`config.mk`:
```
export PLATFORM = sky130hd
export DESIGN_NAME = vend_controller
export DESIGN_NICKNAME = d
export VERILOG_FILES = /design/src/rtl/vend_controller.sv
export SDC_FILE = /design/constraint.sdc
export NUM_CORES = 1
export LEC_CHECK = 0
export ABC_AREA = 1
export BUFFER_PORTS_ARGS = -buffer_cell sky130_fd_sc_hd__clkbuf_2
export CAP_MARGIN = 5
export CORE_AREA = 2 2 78 80
export DETAILED_ROUTE_END_ITERATION = 7
export DIE_AREA = 0 0 80 82
export GPL_TIMING_DRIVEN = 0
export PLACE_DENSITY = 0.6
export SETUP_SLACK_MARGIN = 0.05
export SYNTH_ARGS = -nofsm -noshare
export SYNTH_HDL_FRONTEND = slang
export SYNTH_SLANG_ARGS = --single-unit
export TNS_END_PERCENT = 50
```
`constraint.sdc`:
```
create_clock -name clk -period 3.6 [get_ports clk]
set_input_delay 0.18 -clock clk [delete_from_list [all_inputs] [get_ports clk]]
set_output_delay 0.18 -clock clk [all_outputs]
set_load 0.01 [all_outputs]
```
`src/rtl/vend_controller.sv`:
```
// ---------------------------------------------------------------------------
// vend_controller
// Sequencing FSM for the vending machine datapath. It accumulates coin credit,
// accepts a product selection, issues a dispense request over a valid/ready
// handshake, then pays change back one CHANGE_UNIT coin per handshake.
//
// Ports
//   clk, rst                 clock, synchronous active-high reset
//   coin_valid, coin_value   coin-inserted strobe and its value in cents
//   sel_valid, sel_item      selection strobe and product index
//   cancel                   refund request strobe
//   vend_valid, vend_item    dispense request / product (held until vend_ready)
//   vend_ready               dispenser accepts the request
//   change_valid             one change coin offered
//   change_ready             hopper accepts the coin
//   coin_reject              1-cycle pulse: coin returned, credit unchanged
//   sel_error                1-cycle pulse: credit below the selected price
//   credit                   current credit in cents
//   busy                     high while vending or paying change
// ---------------------------------------------------------------------------
module vend_controller #(
    parameter int unsigned CREDIT_W    = 8,
    parameter int unsigned NUM_ITEMS   = 4,
    // Item i occupies bits [i*CREDIT_W +: CREDIT_W]; item 0 (100c) is the low byte.
    parameter logic [NUM_ITEMS*CREDIT_W-1:0] PRICES = {8'd25, 8'd50, 8'd75, 8'd100},
    parameter int unsigned MAX_CREDIT  = 200,
    parameter int unsigned CHANGE_UNIT = 5
) (
    input  logic                         clk,
    input  logic                         rst,
    input  logic                         coin_valid,
    input  logic [CREDIT_W-1:0]          coin_value,
    input  logic                         sel_valid,
    input  logic [$clog2(NUM_ITEMS)-1:0] sel_item,
    input  logic                         cancel,
    output logic                         vend_valid,
    output logic [$clog2(NUM_ITEMS)-1:0] vend_item,
    input  logic                         vend_ready,
    output logic                         change_valid,
    input  logic                         change_ready,
    output logic                         coin_reject,
    output logic                         sel_error,
    output logic [CREDIT_W-1:0]          credit,
    output logic                         busy
);

    localparam int unsigned ITEM_W = $clog2(NUM_ITEMS);

    typedef enum logic [1:0] {
        IDLE    = 2'd0,
        COLLECT = 2'd1,
        VEND    = 2'd2,
        CHANGE  = 2'd3
    } state_t;

    state_t              state;
    state_t              state_nxt;
    logic [CREDIT_W-1:0] credit_nxt;
    logic [ITEM_W-1:0]   item_nxt;
    logic                reject_nxt;
    logic                sel_err_nxt;
    logic                vend_valid_nxt;
    logic                change_valid_nxt;
    logic                busy_nxt;

    logic [CREDIT_W-1:0] sel_price;
    logic [CREDIT_W:0]   coin_sum;
    logic                coin_ok;

    // Price lookup and coin acceptance; the sum is one bit wider so it cannot wrap.
    assign sel_price = PRICES[sel_item*CREDIT_W +: CREDIT_W];
    assign coin_sum  = {1'b0, credit} + {1'b0, coin_value};
    assign coin_ok   = (coin_value != '0)
                    && ((coin_value % CREDIT_W'(CHANGE_UNIT)) == '0)
                    && (coin_sum <= (CREDIT_W+1)'(MAX_CREDIT));

    // State register together with the registered outputs.
    always_ff @(posedge clk) begin
        if (rst) begin
            state        <= IDLE;
            credit       <= '0;
            vend_item    <= '0;
            vend_valid   <= 1'b0;
            change_valid <= 1'b0;
            coin_reject  <= 1'b0;
            sel_error    <= 1'b0;
            busy         <= 1'b0;
        end else begin
            state        <= state_nxt;
            credit       <= credit_nxt;
            vend_item    <= item_nxt;
            vend_valid   <= vend_valid_nxt;
            change_valid <= change_valid_nxt;
            coin_reject  <= reject_nxt;
            sel_error    <= sel_err_nxt;
            busy         <= busy_nxt;
        end
    end

    // Next-state and credit logic; in IDLE/COLLECT cancel beats sel_valid beats coin.
    always_comb begin
        state_nxt   = state;
        credit_nxt  = credit;
        item_nxt    = vend_item;
        reject_nxt  = 1'b0;
        sel_err_nxt = 1'b0;
        unique case (state)
            IDLE, COLLECT: begin
                if (cancel && (state == COLLECT)) begin
                    state_nxt  = CHANGE;
                    reject_nxt = coin_valid;
                end else if (sel_valid) begin
                    reject_nxt = coin_valid;
                    if ((state == COLLECT) && (credit >= sel_price)) begin
                        item_nxt   = sel_item;
                        credit_nxt = credit - sel_price;
                        state_nxt  = VEND;
                    end else begin
                        sel_err_nxt = 1'b1;
                    end
                end else if (coin_valid) begin
                    if (coin_ok) begin
                        credit_nxt = coin_sum[CREDIT_W-1:0];
                        state_nxt  = COLLECT;
                    end else begin
                        reject_nxt = 1'b1;
                    end
                end
            end
            VEND: begin
                reject_nxt = coin_valid;
                if (vend_valid && vend_ready) begin
                    state_nxt = (credit != '0) ? CHANGE : IDLE;
                end
            end
            CHANGE: begin
                reject_nxt = coin_valid;
                if (change_valid && change_ready) begin
                    credit_nxt = credit - CREDIT_W'(CHANGE_UNIT);
                    // Last coin: leave CHANGE in the same cycle credit becomes 0.
                    if (credit == CREDIT_W'(CHANGE_UNIT)) begin
                        state_nxt = IDLE;
                    end
                end
            end
        endcase
    end

    // Handshake outputs follow the state being entered, so they register with it.
    // CHANGE is only ever held with nonzero credit.
    always_comb begin
        vend_valid_nxt   = (state_nxt == VEND);
        change_valid_nxt = (state_nxt == CHANGE);
        busy_nxt         = (state_nxt == VEND) || (state_nxt == CHANGE);
    end

endmodule

```
==> results_dict.tcl <==
set metrics [dict create \
    synth_xor_area_share_pct 3.731 \
    grt_overflow_total 0 \
    wl_met1_um 3099 \
    holdWs_ns 0.1322 \
    synth-seq-cells 17 \
    pwr-share-comb_pct 65.4 \
    grt_pass1_vias 2179 \
    synth_seq_area_share_pct 14.50 \
    core_um2 5746 \
    grt_pass1_wl_um 9777 \
    ys.flop_type "dfxtp_1" \
    dr.pass1.iters 4 \
    outcome "finished, final reports clean" \
    vias 2544 \
    placed_cell_area_um2 2596 \
    hold_viol 0 \
    synth_edf_count 0 \
    die_h_um 82 \
    drt-initial-drc-count 124 \
    worstSetupEndpointType "flop" \
    ir_drop_mv 0.1617 \
    maxCapViolations 0 \
    initial_utilization_pct 40.85 \
    cts_made_buffers 3 \
    cts.sinks 17 \
    switchingPower_w 0.0005224 \
    seq_power_share_pct 21.2 \
    path_clk_slew_ns 0.07 \
    num_rows 28 \
    synth_top_family_by_area "simple AND/OR/NAND/NOR gates" \
    syn_inst 375 \
    synth-simple-area-share_pct 41.90 \
    cp_max_fo 8 \
    antenna_found_initial 0 \
    die_area_um2 6560 \
    worst_slew_pin_slew_ns 0.5708 \
    arrival_ns 3.49 \
    cp.required_ns 3.79 \
    place_congestion 0.8715 \
    routed_wl_um 6109 \
    synthesis.nets 417 \
    syn_area_per_cell_um2 6.259 \
    grt_max_degree 11 \
    top_layer_used "met4" \
    final_cell_mix "nand2_1, inv_1, nor2_1" \
    cts_tree "done" \
    ios 32 \
    synth_compound_area_share_pct 15.46 \
    crit_type "input port to flop" \
    worst_setup_path_start_kind "input port" \
    p_leak_nw 1.490 \
    io_buffers 31 \
    fin_nets 465 \
    period_share_pct 91.72 \
    p_per_area_nw_per_um2 370.7 \
    grt.total_usage_pct 18.37 \
    postRouteAntennaNets 0 \
    relSlewSlack_pct 61.94 \
    dp_hpwl_um 4723 \
    clockRootBuffer "clkbuf_8" \
    final.min_clock_period_ns 3.302 \
    cts_max_level 1 \
    wl_met2_um 2836 \
    fin_skew_ns 0.002714 \
    syn-cell-area_um2 2347 \
    internal-power_w 0.0005546 \
    max_freq_ghz 0.3028 \
    synth_mux_area_share_pct 0 \
    post-route-util_pct 50.57 \
    max_stage_delay_ns 0.24 \
    setup_viol 0 \
    areaGrowthSynthToFinish_pct 23.77 \
    crit_path_top_delay_cell "or2_1" \
    via_per_inst 5.119 \
    power.share.clock_pct 13.4 \
    ys_async_sr_fraction_pct 0 \
    routedWlPerCell_um 12.29 \
    wl_met3_um 165 \
    cts_buffer_depth 2 \
    design_area_um2 2905 \
    drc 0 \
    drv_slew 0 \
    p_sw_share_pct 48.50 \
    layout_commonest_cell "nand2_1" \
    synth-adder-area-share_pct 13.97 \
    netlist-cell-type-count 40 \
    antenna_cells 0 \
    clock_latency_ns 0.25 \
    hp-class "input port to flop" \
    die_w_um 80 \
    yosysWarnings 0 \
    layout-drive-gt1-share_pct 28.67 \
]
[area by class of cell]
class                   count  area (um^2)
inverters                  59        229.0
fillers                   623         2840
plain buffers               3        21.27
flip-flops and latches     17        341.6
multi-input cells         297         1924
clock buffers               4        45.04
repair buffers             42        250.2
well taps                  75        93.84
[cell usage after synthesis, types with 2 or more instances]
| library cell | n | share of area [%] |
|---|---|---|
| nand4_1 | 12 | 3.2 |
| xnor2_1 | 5 | 1.9 |
| nor2_2 | 6 | 1.6 |
| nand2_4 | 7 | 3.4 |
| nor3_1 | 5 | 1.1 |
| dfxtp_1 | 17 | 14 |
| xor2_1 | 5 | 1.9 |
| o22ai_1 | 2 | 0.53 |
| o211ai_1 | 3 | 0.96 |
| inv_1 | 50 | 8.0 |
| nand3_1 | 24 | 5.1 |
| fa_1 | 2 | 1.7 |
| o21bai_1 | 3 | 0.96 |
| clkbuf_1 | 2 | 0.32 |
| inv_2 | 8 | 1.3 |
| nand3b_1 | 3 | 0.96 |
| nand2_2 | 12 | 3.2 |
| o21ai_0 | 20 | 4.3 |
| a21oi_1 | 25 | 5.3 |
| nand2_1 | 79 | 13 |
| ha_1 | 23 | 12 |
| nor2_1 | 39 | 6.2 |
| nand3_2 | 6 | 2.6 |
[what timing repair did]
item	in CTS	in global routing
gates resized for setup	2	52
gates cloned	0	1
hold buffers	0	0
buffers inserted	0	11
setup endpoints to repair	11	12
pin swaps	0	32
[registers in the layout (all words and copies together), names as in the netlist]
register / flops
vend_item: 2
state: 2
busy: 1
change_valid: 1
coin_reject: 1
sel_error: 1
credit: 8
vend_valid: 1
[critical path: cells and delay by family]
family / cells / cell delay (ns)
AND/OR/NAND/NOR: 23 / 2.42
adder cells (fa/ha/maj): 2 / 0.33
buffers and inverters: 5 / 0.40
AO/OA/AOI/OAI: 1 / 0.15
[power by group through the flow]
| stage | registers (W) | logic, W | clock network, W |
|---|---|---|---|
| floorplan | 0.000228 | 0.000449 | 0 |
| global placement | 0.000232 | 0.000568 | 0 |
| detailed placement | 0.000232 | 0.000574 | 0 |
| CTS | 0.000228 | 0.000580 | 0.000147 |
| global route | 0.000231 | 0.000794 | 0.000153 |
| finish | 0.000228 | 0.000704 | 0.000144 |
[logic make-up (layout without fill, tap and decap cells)]
kind of cell / after synthesis / after routing
flip-flops: 17 / 17
AND/OR/NAND/NOR: 199 / 200
buffers and inverters: 62 / 108
AO/OA/AOI/OAI: 62 / 62
XOR/XNOR: 10 / 10
adder cells (fa/ha/maj): 25 / 25
[metrics by stage]
stage	setup TNS, ns	total power (W)	worst slack (ns)	instances
2_1_floorplan	0	0.0006771	0.4036	375
3_5_place_dp	-0.7651	0.0008061	-0.1298	481
3_3_place_gp	-1.145	0.0007999	-0.1606	481
6_report	0	0.001077	0.2980	497
5_1_grt	-0.01027	0.001178	-0.009908	497
4_1_cts	0	0.0009555	0.1598	485
[metal layers]
metal  GRT usage (%)  vias up
met5               0        -
met4           2.203        0
met3           1.978        2
met2           31.17       46
met1           25.84     1162
li1                -     1334
[final timing paths]
check | slack, ns | from | to | cells after the start
setup / recovery | 0.30 | coin_value[5] | credit[3]$_SDFFE_PP0P_ | 31
hold / removal | 0.13 | rst | coin_reject$_SDFF_PP0_ | 2
setup reg to reg | 0.35 | credit[0]$_SDFFE_PP0P_ | credit[3]$_SDFFE_PP0P_ | 17
hold reg to reg | 0.44 | vend_item[1]$_SDFFE_PP0P_ | vend_item[1]$_SDFFE_PP0P_ | 2
No activity file was read; power rests on OpenSTA's default activity.
